--- src/rtl/raster_pixel_writer.sv ---
// ---------------------------------------------------------------------------
// raster_pixel_writer
//
// Last stage of the rasterizer/shader pipeline. Shaded pixels (screen x/y and
// 10-bit RGB) arrive on a valid/ready handshake and wait in a small FIFO. Each
// pixel becomes one 32-bit word write into the linear framebuffer over the GPU
// main external memory interface. Pixels outside the screen are discarded
// without any bus traffic. The FIFO lets the rasterizer keep running while
// the memory side stalls on acknowledge.
//
// Parameters
//   FB_BASE     byte address of pixel (0,0)
//   FB_WIDTH    pixels per row, also the row stride in words
//   FB_HEIGHT   number of rows
//   FIFO_DEPTH  pixel FIFO entries (power of two, >= 2)
//
// Ports
//   pll_clock                                 in   sole clock, rising edge
//   sys_reset_n                               in   async active-low reset
//   pix_valid / pix_ready                     in/out pixel handshake
//   pix_x, pix_y                              in   screen coordinates
//   pix_r, pix_g, pix_b                       in   colour channels
//   gpu_main_external_interface_address       out  byte address
//   gpu_main_external_interface_write         out  write request
//   gpu_main_external_interface_read          out  constant 0
//   gpu_main_external_interface_byte_enable   out  4'hF while writing
//   gpu_main_external_interface_write_data    out  {2'b00, r, g, b}
//   gpu_main_external_interface_acknowledge   in   write accepted
//   busy                                      out  FIFO non-empty or FSM active
//   stat_written, stat_dropped                out  event counters
//
// Build option
//   RASTER_WRITER_STATS_EN : when defined, adds the stat_written and
//   stat_dropped ports and their wrapping 32-bit counters.
//
// FSM states
//   state   | meaning
//   --------+-----------------------------------------------------------
//   S_IDLE  | waiting for a pixel; pops the FIFO head when one is present
//   S_ADDR  | bounds check; launches the write or drops the pixel
//   S_WRITE | write request held on the bus until acknowledge
// ---------------------------------------------------------------------------
module raster_pixel_writer #(
    parameter logic [31:0] FB_BASE    = 32'h32000000,
    parameter int unsigned FB_WIDTH   = 800,
    parameter int unsigned FB_HEIGHT  = 600,
    parameter int unsigned FIFO_DEPTH = 4
) (
    input  logic        pll_clock,
    input  logic        sys_reset_n,
    input  logic        pix_valid,
    output logic        pix_ready,
    input  logic [9:0]  pix_x,
    input  logic [9:0]  pix_y,
    input  logic [9:0]  pix_r,
    input  logic [9:0]  pix_g,
    input  logic [9:0]  pix_b,
    output logic [31:0] gpu_main_external_interface_address,
    output logic        gpu_main_external_interface_write,
    output logic        gpu_main_external_interface_read,
    output logic [3:0]  gpu_main_external_interface_byte_enable,
    output logic [31:0] gpu_main_external_interface_write_data,
    input  logic        gpu_main_external_interface_acknowledge,
    output logic        busy
`ifdef RASTER_WRITER_STATS_EN
    ,
    output logic [31:0] stat_written,
    output logic [31:0] stat_dropped
`endif
);

    localparam int AW = (FIFO_DEPTH > 1) ? $clog2(FIFO_DEPTH) : 1;
    localparam int CW = AW + 1;

    typedef struct packed {
        logic [9:0] x;
        logic [9:0] y;
        logic [9:0] r;
        logic [9:0] g;
        logic [9:0] b;
    } pixel_t;

    typedef enum logic [1:0] {
        S_IDLE  = 2'd0,
        S_ADDR  = 2'd1,
        S_WRITE = 2'd2
    } state_t;

    // -----------------------------------------------------------------------
    // Pixel FIFO
    // -----------------------------------------------------------------------
    pixel_t          r_mem [FIFO_DEPTH];
    logic [AW-1:0]   r_wr_ptr;
    logic [AW-1:0]   r_rd_ptr;
    logic [CW-1:0]   r_count;

    logic            w_full;
    logic            w_empty;
    logic            w_push;
    logic            w_pop;
    pixel_t          w_push_pix;
    pixel_t          w_head;

    // Ready depends only on the registered occupancy, so a full FIFO refuses
    // a pixel even in a cycle where the FSM pops. Reset gates it low so the
    // upstream never sees ready while the block is held in reset.
    assign w_full    = (r_count == CW'(FIFO_DEPTH));
    assign w_empty   = (r_count == '0);
    assign pix_ready = sys_reset_n && !w_full;
    assign w_push    = pix_valid && pix_ready;

    assign w_push_pix = '{x: pix_x, y: pix_y, r: pix_r, g: pix_g, b: pix_b};
    assign w_head     = r_mem[r_rd_ptr];

    // Storage is not reset: the occupancy count decides what is valid.
    always_ff @(posedge pll_clock) begin
        if (w_push) begin
            r_mem[r_wr_ptr] <= w_push_pix;
        end
    end

    always_ff @(posedge pll_clock or negedge sys_reset_n) begin
        if (!sys_reset_n) begin
            r_wr_ptr <= '0;
            r_rd_ptr <= '0;
            r_count  <= '0;
        end else begin
            if (w_push) begin
                r_wr_ptr <= r_wr_ptr + AW'(1);
            end
            if (w_pop) begin
                r_rd_ptr <= r_rd_ptr + AW'(1);
            end
            case ({w_push, w_pop})
                2'b10:   r_count <= r_count + CW'(1);
                2'b01:   r_count <= r_count - CW'(1);
                default: r_count <= r_count;
            endcase
        end
    end

    // -----------------------------------------------------------------------
    // Write sequencer
    // -----------------------------------------------------------------------
    state_t          r_state;
    state_t          w_state_nxt;
    logic            w_launch;
    logic            w_drop;
    logic            w_done;

    logic [9:0]      r_x;
    logic [9:0]      r_y;
    logic [9:0]      r_r;
    logic [9:0]      r_g;
    logic [9:0]      r_b;

    logic [31:0]     r_addr;
    logic [31:0]     r_wdata;
    logic            r_write;
    logic [3:0]      r_be;

    logic            w_off_screen;
    logic [31:0]     w_pix_index;
    logic [31:0]     w_addr;

    assign w_off_screen = (32'(r_x) >= FB_WIDTH) || (32'(r_y) >= FB_HEIGHT);

    // Linear pixel index and byte address, all modulo 2^32.
    assign w_pix_index = (32'(r_y) * FB_WIDTH) + 32'(r_x);
    assign w_addr      = FB_BASE + (w_pix_index << 2);

    always_ff @(posedge pll_clock or negedge sys_reset_n) begin
        if (!sys_reset_n) begin
            r_state <= S_IDLE;
        end else begin
            r_state <= w_state_nxt;
        end
    end

    always_comb begin
        w_state_nxt = r_state;
        w_pop       = 1'b0;
        w_launch    = 1'b0;
        w_drop      = 1'b0;
        w_done      = 1'b0;
        case (r_state)
            S_IDLE: begin
                if (!w_empty) begin
                    w_pop       = 1'b1;
                    w_state_nxt = S_ADDR;
                end
            end
            S_ADDR: begin
                if (w_off_screen) begin
                    w_drop      = 1'b1;
                    w_state_nxt = S_IDLE;
                end else begin
                    w_launch    = 1'b1;
                    w_state_nxt = S_WRITE;
                end
            end
            S_WRITE: begin
                if (gpu_main_external_interface_acknowledge) begin
                    w_done      = 1'b1;
                    w_state_nxt = S_IDLE;
                end
            end
            default: begin
                w_state_nxt = S_IDLE;
            end
        endcase
    end

    // Pixel holding registers and bus registers. Address and data keep their
    // last value after a write completes; only write/byte_enable return to 0.
    always_ff @(posedge pll_clock or negedge sys_reset_n) begin
        if (!sys_reset_n) begin
            r_x     <= '0;
            r_y     <= '0;
            r_r     <= '0;
            r_g     <= '0;
            r_b     <= '0;
            r_addr  <= '0;
            r_wdata <= '0;
            r_write <= 1'b0;
            r_be    <= '0;
        end else begin
            if (w_pop) begin
                r_x <= w_head.x;
                r_y <= w_head.y;
                r_r <= w_head.r;
                r_g <= w_head.g;
                r_b <= w_head.b;
            end
            if (w_launch) begin
                r_addr  <= w_addr;
                r_wdata <= {2'b00, r_r, r_g, r_b};
                r_write <= 1'b1;
                r_be    <= 4'hF;
            end
            if (w_done) begin
                r_write <= 1'b0;
                r_be    <= 4'h0;
            end
        end
    end

    assign gpu_main_external_interface_address     = r_addr;
    assign gpu_main_external_interface_write_data  = r_wdata;
    assign gpu_main_external_interface_write       = r_write;
    assign gpu_main_external_interface_byte_enable = r_be;
    assign gpu_main_external_interface_read        = 1'b0;

    assign busy = !w_empty || (r_state != S_IDLE);

`ifdef RASTER_WRITER_STATS_EN
    // -----------------------------------------------------------------------
    // Event counters, free-running and wrapping at 2^32
    // -----------------------------------------------------------------------
    logic [31:0] r_stat_written;
    logic [31:0] r_stat_dropped;

    always_ff @(posedge pll_clock or negedge sys_reset_n) begin
        if (!sys_reset_n) begin
            r_stat_written <= '0;
            r_stat_dropped <= '0;
        end else begin
            if (w_done) begin
                r_stat_written <= r_stat_written + 32'd1;
            end
            if (w_drop) begin
                r_stat_dropped <= r_stat_dropped + 32'd1;
            end
        end
    end

    assign stat_written = r_stat_written;
    assign stat_dropped = r_stat_dropped;
`endif

endmodule
--- config.mk ---
export PLATFORM = sky130hd
export DESIGN_NAME = raster_pixel_writer
export DESIGN_NICKNAME = d
export VERILOG_FILES = /design/src/rtl/raster_pixel_writer.sv
export SDC_FILE = /design/constraint.sdc
export NUM_CORES = 1
export LEC_CHECK = 0
export ABC_AREA = 0
export CAP_MARGIN = 30
export CORE_UTILIZATION = 43
export DETAILED_ROUTE_END_ITERATION = 6
export PLACE_DENSITY_LB_ADDON = 0.08
export SYNTH_ARGS = -nofsm -noshare
export SYNTH_HDL_FRONTEND = slang
export SYNTH_SLANG_ARGS = --single-unit
--- constraint.sdc ---
create_clock -name pll_clock -period 3.58 [get_ports pll_clock]
set_input_delay 0.716 -clock pll_clock [delete_from_list [all_inputs] [get_ports pll_clock]]
set_output_delay 0.716 -clock pll_clock [all_outputs]
set_load 0.01 [all_outputs]
==> results of run 1 <==
-- what timing repair did --
action,4_1_cts,5_1_grt
pin swaps,16,15
buffers inserted,5,6
resized for setup,15,32
setup endpoints to repair,5,6
-- per-layer routing --
layer | global-route usage, % | wire (microns) | part of all wire, %
met1 | 24.6 | 12400 | 45
met2 | 30.4 | 13400 | 49
met3 | 3.82 | 1170 | 4.2
met4 | 5.32 | 597 | 2.2
met5 | 0 | 12 | 0.043
-- cells in the final DEF, fill, tap and decap left out, types with 29 or more instances in the layout --
cell type	count
edfxtp_1	200
ha_1	37
nand2_1	140
dfrtp_1	108
mux4_2	50
clkdlybuf4s50_1	113
inv_1	29
mux2_2	42
buf_4	63
clkbuf_16	35
-- cell families after synthesis --
kind of cell | count (synthesis) | synth area share (%)
flops | 312 | 67.0
buf+inv | 85 | 3.03
xor+xnor | 20 | 1.33
simple gates | 194 | 6.41
mux | 94 | 12.3
other cells | 1 | 0.0285
compound gates | 78 | 3.95
fa+ha+maj | 58 | 5.92
-- metrics by stage --
step                      setup WS (ps)  instance area (sq um)  util [%]
after floorplan                    6.45                  13200         -
after global placement             -130                  15100      50.5
after detailed placement           -161                  15100      50.6
after CTS                         -2.60                  16300      54.7
after global routing               -104                  16600      55.5
final                              5.71                  16600      55.5
-- layout make-up --
type                            instances  share of cell area, %
Antenna cell                            1                 0.0151
Clock buffer                           47                   5.68
Clock inverter                         14                  0.974
Inverter                               36                  0.816
Multi-Input combinational cell        455                   25.7
Sequential cell                       312                   53.2
Tap cell                              390                   2.95
Timing Repair Buffer                  185                   10.7
-- final timing paths --
path	start	endpoint	depth (start not counted)
min	sys_reset_n	r_count[0]	2
min in group pll_clock	r_g[6]	gpu_main_external_interface_write_data[16]	2
max	r_y[2]	gpu_main_external_interface_address[22]	13
min reg2reg	r_g[6]	gpu_main_external_interface_write_data[16]	2
max in group asynchronous	sys_reset_n	r_rd_ptr[1]	4
max reg2reg	r_y[2]	gpu_main_external_interface_address[22]	13
-- Yosys cell counts (9+ instances only) --
master,number,share of area (%)
edfxtp_1,200,46
nand2_1,140,4.0
dfrtp_1,112,21
ha_1,51,4.9
mux4_2,50,8.6
mux2_2,42,3.6
inv_1,36,1.0
o21ai_0,29,1.1
clkbuf_1,24,0.69
buf_4,19,1.1
nor2_1,12,0.34
xor2_1,11,0.73
a21oi_1,9,0.34
nor3_1,9,0.34
xnor2_1,9,0.60
-- flip-flops by register name (all words and copies together) (netlist names) --
| register | cells |
|---|---|
| r_count | 3 |
| r_rd_ptr | 2 |
| gpu_main_external_interface_write_data | 30 |
| r_y | 10 |
| r_state | 2 |
| r_wr_ptr | 2 |
| r_g | 10 |
| gpu_main_external_interface_address | 22 |
| r_mem | 200 |
| gpu_main_external_interface_byte_enable | 1 |
| r_r | 10 |
| r_b | 10 |
| r_x | 10 |
==> run summary, run 1 <==
outcome = finished, final reports clean
hold slack = 287 ps
Placer Congestion = 0.829
vias in the first global route = 7650
max cap viols = 0
post-synthesis cell count = 842
DIE AREA = 0.0313 sq mm
Via density = 5.08
WL/cell = 19.2 microns
setup tns final = 0 ps
DRT Pass-1 Iters = 4
layout cells sized above 1 = 25.4%
crit-path cells = inv_2, ha_4, inv_2, ha_4, fa_1, ha_4, a211o_1, a211oi_4, o21ai_2, a2111o_1, or2_4, nor4_2, a22o_1
Critical Path AT = 4020 ps
grt total ovfl = 0
initial antenna violation count = 3
Syn. warnings = 0
placed instance count = 1367
clock sink total = 312
Crit Path Class = reg2reg
maximum buffer depth of the clock tree = 3
final worst path period share = 99.8%
CTS buffer count = 34
fin crit period = 3570 ps
Worst Path Max Fanout = 4
slowest stage cell, crit path = fa_1
Hold Fails Final Rpt = 0
cts hold-fix bufs = 0
clock transition at the registers of the reported paths = 60 ps
worst slew pin tran = 855 ps
fmax = 280 MHz
crit path launch type = flip-flop
Rel. slew slack = 43.0%
Synth async-reset ratio = 35.9%
CTS tree = yes
total routed wirelength = 27600 microns
CP Data Required Time = 4020 ps
Max stage delay on crit path = 430 ps
NumNets Final = 1136
Starting Density = 44.0%
largest net degree at the start of global routing = 62
cell family contributing the most delay on the critical path = compound AO/OA/AOI/OAI gates
ys flop type = edfxtp_1
first-pass GRT wire length = 43500 microns
Core Region = 0.0299 sq mm
Slew Limit Fails = 0
Die Height = 177 microns
Worst-Skew Late Latency = 510 ps
Synth cell types = 59
H-tree depth = 2
most used cell, CP = ha_4
Root Buffer = clkbuf_16
sequential cell area fraction in the yosys report = 67.0%
fin cells = 1440
crit end category = flip-flop
First DRT Iteration DRCs = 333
gr usage total = 18.4%
drt drc = 0
Tightest Hold Check Type = in2async
Synth Cell Area = 0.0131 sq mm
# setup viols final = 0
Layout area overhead = 26.0%
RSZ-0062 raised after global routing = true
register-to-register setup slack = 6 ps
row count = 63
Final ANT Viol Nets = 0
number of filler cells placed in the layout = 2429
via count = 7321
flops & latches, synth = 312
worst path bufs/invs = 2
port buffer count = 114
synthesized area per cell = 15.6 sq um
EDFF count, synth = 200
Die W = 177 microns
IO Pins = 126
Worst Skew = 12.7 ps
Sequential Area = 0.00882 sq mm
multi-input logic area = 0.00425 sq mm
detailed placement HPWL = 17300 microns
Power of run 1 is not shown: default switching activity piles up to over one toggle a cycle in this logic, so the estimate is an artifact.
==> run 2, diff against run 1 <==
--- a/config.mk
+++ b/config.mk
@@ -7,9 +7,11 @@
 export LEC_CHECK = 0
 export ABC_AREA = 0
 export CAP_MARGIN = 30
+export CORE_ASPECT_RATIO = 1.1
 export CORE_UTILIZATION = 43
 export DETAILED_ROUTE_END_ITERATION = 6
 export PLACE_DENSITY_LB_ADDON = 0.08
+export REMOVE_ABC_BUFFERS = 1
 export SYNTH_ARGS = -nofsm -noshare
 export SYNTH_HDL_FRONTEND = slang
 export SYNTH_SLANG_ARGS = --single-unit
==> run 2 against run 1 <==
  * Worst hold slack worse by 170 ps
  * Utilization up 0.20 points
  * Critical path depth unchanged
  * Highest routed layer is now met4
  * Die area barely moved
  * Clock-buffer cell count fell by 4
  * Cell area increased by 0.15%
  * Global-route usage is 1.0 points lower
  * Setup slack improved by 7.4 ps
  * First-iteration DRC count grew 13%
  * Sequential cell count unchanged
==> run summary, run 2 (synthesized netlist as in run 1, its figures left out) <==
CTS buffer count = 34 (unchanged)
First DRT Iteration DRCs = 375 (+13%)
Worst-Skew Late Latency = 500 ps (about the same)
Die W = 169 microns (-4.6%)
Ant. Diodes = 0 (-1)
IO Pins = 126 (unchanged)
Tightest Hold Check Type = in2async
Root Buffer = clkbuf_16
# setup viols final = 0 (unchanged)
final worst path period share = 99.6% (-0.21 points)
most frequent cells in the layout = edfxtp_1, nand2_1, clkdlybuf4s50_1
CP Data Required Time = 4020 ps (about the same)
cts hold-fix bufs = 0 (unchanged)
clock sink total = 312 (unchanged)
vias in the first global route = 7748 (+1.3%)
cell family contributing the most delay on the critical path = adder cells
Core Region = 0.0298 sq mm (-0.21%)
Crit Path Class = reg2reg
detailed placement HPWL = 15400 microns (-11%)
number of filler cells placed in the layout = 2438 (+0.37%)
initial antenna violation count = 1 (-2)
port buffer count = 114 (unchanged)
Via density = 5.03 (-1.1%)
layout cells sized above 1 = 25.1% (-0.21 points)
row count = 66 (+4.8%)
via count = 7272 (-0.67%)
Rel. slew slack = 42.4% (-0.63 points)
max cap viols = 0 (unchanged)
RSZ-0062 raised after global routing = true
crit path launch type = flip-flop
Slew Limit Fails = 0 (unchanged)
first-pass GRT wire length = 41500 microns (-4.6%)
Hold Fails Final Rpt = 0 (unchanged)
slowest stage cell, crit path = fa_1
worst slew pin tran = 864 ps (+9.38 ps)
CTS tree = yes
DIE AREA = 0.0313 sq mm (about the same)
Critical Path AT = 4000 ps (-20 ps)
Max stage delay on crit path = 510 ps (+80 ps)
total routed wirelength = 26200 microns (-5.1%)
fmax = 280 MHz (+0.21%)
most common cell after layout, fill and taps aside = edfxtp_1
grt total ovfl = 0 (unchanged)
max reg flops = 200 (unchanged)
pre-CTS setup slack = -104 ps (+57.0 ps)
H-tree depth = 2 (unchanged)
Die Height = 185 microns (+4.8%)
Starting Density = 44.1% (+0.094 points)
fin crit period = 3570 ps (-7.42 ps)
NumNets Final = 1125 (-0.97%)
crit end category = flip-flop
worst path bufs/invs = 2 (unchanged)
Worst Skew = 11.0 ps (-1.70 ps)
Worst Path Max Fanout = 3 (-1)
largest net degree at the start of global routing = 61 (-1.6%)
DRT Pass-1 Iters = 4 (unchanged)
clock transition at the registers of the reported paths = 60 ps (about the same)
PnR worst setup slack = 13.1 ps (+7.42 ps)
gr usage total = 17.4% (-1.0 points)
Final ANT Viol Nets = 0 (unchanged)
WL/cell = 18.1 microns (-5.5%)
most used cell, CP = ha_4
Most flops, register = r_mem
maximum buffer depth of the clock tree = 3 (unchanged)
drt drc = 0 (unchanged)
outcome = finished, final reports clean
crit-path cells = inv_1, ha_4, inv_2, ha_4, fa_1, ha_4, a211o_1, a211oi_4, or3_1, a2111o_1, or2_4, nor4_4, a22o_1
Placer Congestion = 0.808 (-2.5%)
Layout area overhead = 26.2%
[run 2: stage by stage]
stage	utilization, %	instances	hold WS, ps	area, sq um	setup TNS, ps
6_report	55.7	1446	113	16600	0
5_1_grt	55.7	1446	125	16600	-489
4_1_cts	54.6	1441	112	16300	-82.1
3_5_place_dp	50.5	1376	457	15100	-305
3_3_place_gp	50.4	1375	452	15000	-333
2_1_floorplan	-	803	420	12900	-118000
[run 2: worst register-to-register path, stage by stage, from the launching register on]
cell	delay, ps
dfrtp_1	390
inv_1	140
ha_4	220
inv_2	60
ha_4	190
fa_1	510
ha_4	300
a211o_1	200
a211oi_4	100
or3_1	370
a2111o_1	480
or2_4	280
nor4_4	130
a22o_1	150
[run 2: final cells by class]
cell class              count  area, sq um  area share (%)
flip-flops and latches    312         8820            53.1
inverters                  36          135           0.814
repair buffers            174         1680            10.1
well taps                 408          510            3.08
multi-input cells         455         4320            26.1
clock buffers              43          916            5.52
clock inverters            18          214            1.29
[run 2: worst paths after layout]
kind / start / endpoint / slack [ps] / depth (start not counted)
max in group asynchronous: sys_reset_n / r_rd_ptr[0] / 1760 / 3
hold reg to reg: r_r[0] / gpu_main_external_interface_write_data[20] / 470 / 2
setup / recovery: r_y[2] / gpu_main_external_interface_address[22] / 10 / 13
hold / removal: sys_reset_n / r_count[0] / 110 / 1
setup reg to reg: r_y[2] / gpu_main_external_interface_address[22] / 10 / 13
min in group pll_clock: r_r[0] / gpu_main_external_interface_write_data[20] / 470 / 2
[run 2: layer usage]
metal / GRT usage [%] / up-vias / wire length, microns
li1: - / 3408 / -
met1: 22.0 / 3697 / 11300
met2: 30.8 / 132 / 13500
met3: 3.08 / 35 / 1060
met4: 4.33 / 0 / 361
met5: 0 / - / 0
[run 2: repair_timing]
action / 4_1_cts / 5_1_grt
resized for setup: 17 / 44
buffers inserted: 4 / 6
pin swaps: 15 / 29
setup endpoints to repair: 6 / 8
Power of run 2 is left out for the same reason.
==> run 3, diff against run 2 <==
--- a/config.mk
+++ b/config.mk
@@ -12,6 +12,7 @@
 export DETAILED_ROUTE_END_ITERATION = 6
 export PLACE_DENSITY_LB_ADDON = 0.08
 export REMOVE_ABC_BUFFERS = 1
+export SLEW_MARGIN = 20
 export SYNTH_ARGS = -nofsm -noshare
 export SYNTH_HDL_FRONTEND = slang
 export SYNTH_SLANG_ARGS = --single-unit
==> run 3 against run 2 <==
  * Clock-buffer cell count up 2
  * Global-route usage down 0.33 points
  * First-iteration DRC count down 15%
  * Cell count unchanged
  * Cell area down 1.1%
  * Highest routed layer unchanged
  * Wire length down 2.1%
  * Sequential share of layout area up 0.57 points
  * Critical endpoint unchanged
  * Via count down 0.84%
==> run summary, run 3 (synthesized netlist as in run 1, its figures left out) <==
Rel. slew slack = 42.6% (+0.28 points)
layout cells sized above 1 = 24.3% (-0.84 points)
slowest stage cell, crit path = dfrtp_2
via count = 7211 (-0.84%)
crit end category = flip-flop
worst path bufs/invs = 1 (-1)
max cap viols = 0 (unchanged)
RR Endpoint = gpu_main_external_interface_address[22]
worst r2r path cells = 12 (-1)
fmax = 281 MHz (+0.38%)
vias in the first global route = 7625 (-1.6%)
Core Region = 0.0298 sq mm (unchanged)
crit path to = gpu_main_external_interface_address[22]
port buffer count = 114 (unchanged)
initial antenna violation count = 1 (unchanged)
IO Pins = 126 (unchanged)
Die W = 169 microns (unchanged)
Hold Fails Final Rpt = 0 (unchanged)
final worst path period share = 99.3% (-0.38 points)
Tightest Hold Check Type = in2async
grt total ovfl = 0 (unchanged)
total routed wirelength = 25700 microns (-2.1%)
max reg flops = 200 (unchanged)
first-pass GRT wire length = 40800 microns (-1.7%)
Placer Congestion = 0.808 (unchanged)
largest net degree at the start of global routing = 61 (unchanged)
RSZ-0062 raised after global routing = true
maximum buffer depth of the clock tree = 3 (unchanged)
CTS buffer count = 34 (unchanged)
CP Launch Point = r_y[3]
DRT Pass-1 Iters = 4 (unchanged)
WL/cell = 17.8 microns (-2.1%)
crit-path cells = ha_4, inv_4, ha_4, fa_1, ha_1, a211o_1, a211oi_4, o21ai_2, a2111o_1, or2_4, nor4_4, a22o_1
Max stage delay on crit path = 460 ps (-50 ps)
clock transition at the registers of the reported paths = 60 ps (about the same)
Die Height = 185 microns (unchanged)
Starting Density = 44.1% (unchanged)
CTS tree = yes
most used cell, CP = ha_4
setup tns final = 0 ps (unchanged)
crit path launch type = flip-flop
CP Data Required Time = 4020 ps (about the same)
DIE AREA = 0.0313 sq mm (unchanged)
gr usage total = 17.0% (-0.33 points)
most frequent cells in the layout = edfxtp_1, nand2_1, clkdlybuf4s50_1
worst slew pin tran = 860 ps (-4.14 ps)
Layout area overhead = 24.9%
fin crit period = 3550 ps (-13.5 ps)
NumNets Final = 1124 (-0.089%)
drt drc = 0 (unchanged)
cell family contributing the most delay on the critical path = adder cells
Root Buffer = clkbuf_16
cts hold-fix bufs = 0 (unchanged)
Critical Path AT = 3990 ps (about the same)
H-tree depth = 2 (unchanged)
most common cell after layout, fill and taps aside = edfxtp_1
register-to-register setup slack = 30 ps (about the same)
Worst path depth = 12 (-1)
Worst Skew = 14.5 ps (+3.54 ps)
Most flops, register = r_mem
row count = 66 (unchanged)
First DRT Iteration DRCs = 317 (-15%)
detailed placement HPWL = 15300 microns (-0.41%)
Worst Path Max Fanout = 5 (+2)
Crit Path Class = reg2reg
clock sink total = 312 (unchanged)
outcome = finished, final reports clean
Reg2Reg Launch Point = r_y[3]
Final ANT Viol Nets = 0 (unchanged)
Worst-Skew Late Latency = 510 ps (about the same)
Slew Limit Fails = 0 (unchanged)
# setup viols final = 0 (unchanged)
Via density = 4.99 (-0.84%)
number of filler cells placed in the layout = 2433 (-0.21%)
[run 3: stage by stage]
step	util, %	area (sq um)	cells	hold WS, ps	setup slack (ps)
finish	55.1	16400	1446	104	26.6
floorplan	-	12900	803	420	-2080
CTS	54.3	16200	1441	103	-67.2
global placement	50.4	15000	1375	452	-124
detailed placement	50.5	15100	1376	457	-130
global route	55.0	16400	1445	121	-85.4
[run 3: how the worst min path moves through the flow]
stage	start	end	slack, ps	cells after the start
2_1_floorplan	sys_reset_n	gpu_main_external_interface_address[10]	420	0
3_3_place_gp	r_r[7]	gpu_main_external_interface_write_data[27]	450	2
3_5_place_dp	r_r[7]	gpu_main_external_interface_write_data[27]	460	2
4_1_cts	sys_reset_n	r_count[1]	100	1
5_1_grt	sys_reset_n	r_count[1]	120	1
6_report	sys_reset_n	r_count[0]	100	1
[run 3: routing by layer]
metal	track usage, %	vias up	wire length (microns)
met5	0	-	0
met4	4.40	0	476
met3	3.18	32	931
met2	29.8	119	12900
met1	21.8	3649	11400
li1	-	3411	-
[run 3: layout make-up]
cell class	count	area, sq um	area share, %
sequential	312	8810	53.7
multi-input combinational	455	4230	25.8
timing repair buffer	173	1680	10.2
clock buffer	45	913	5.56
tap	408	510	3.11
inverter	36	138	0.839
clock inverter	16	128	0.778
antenna	1	2.50	0.0152
[run 3: repair_timing]
| item | CTS | global route |
|---|---|---|
| resized for setup | 14 | 35 |
| endpoints found under the setup margin | 6 | 8 |
| pin swaps | 15 | 23 |
| buffers inserted | 4 | 5 |
Power of run 3 is left out for the same reason.
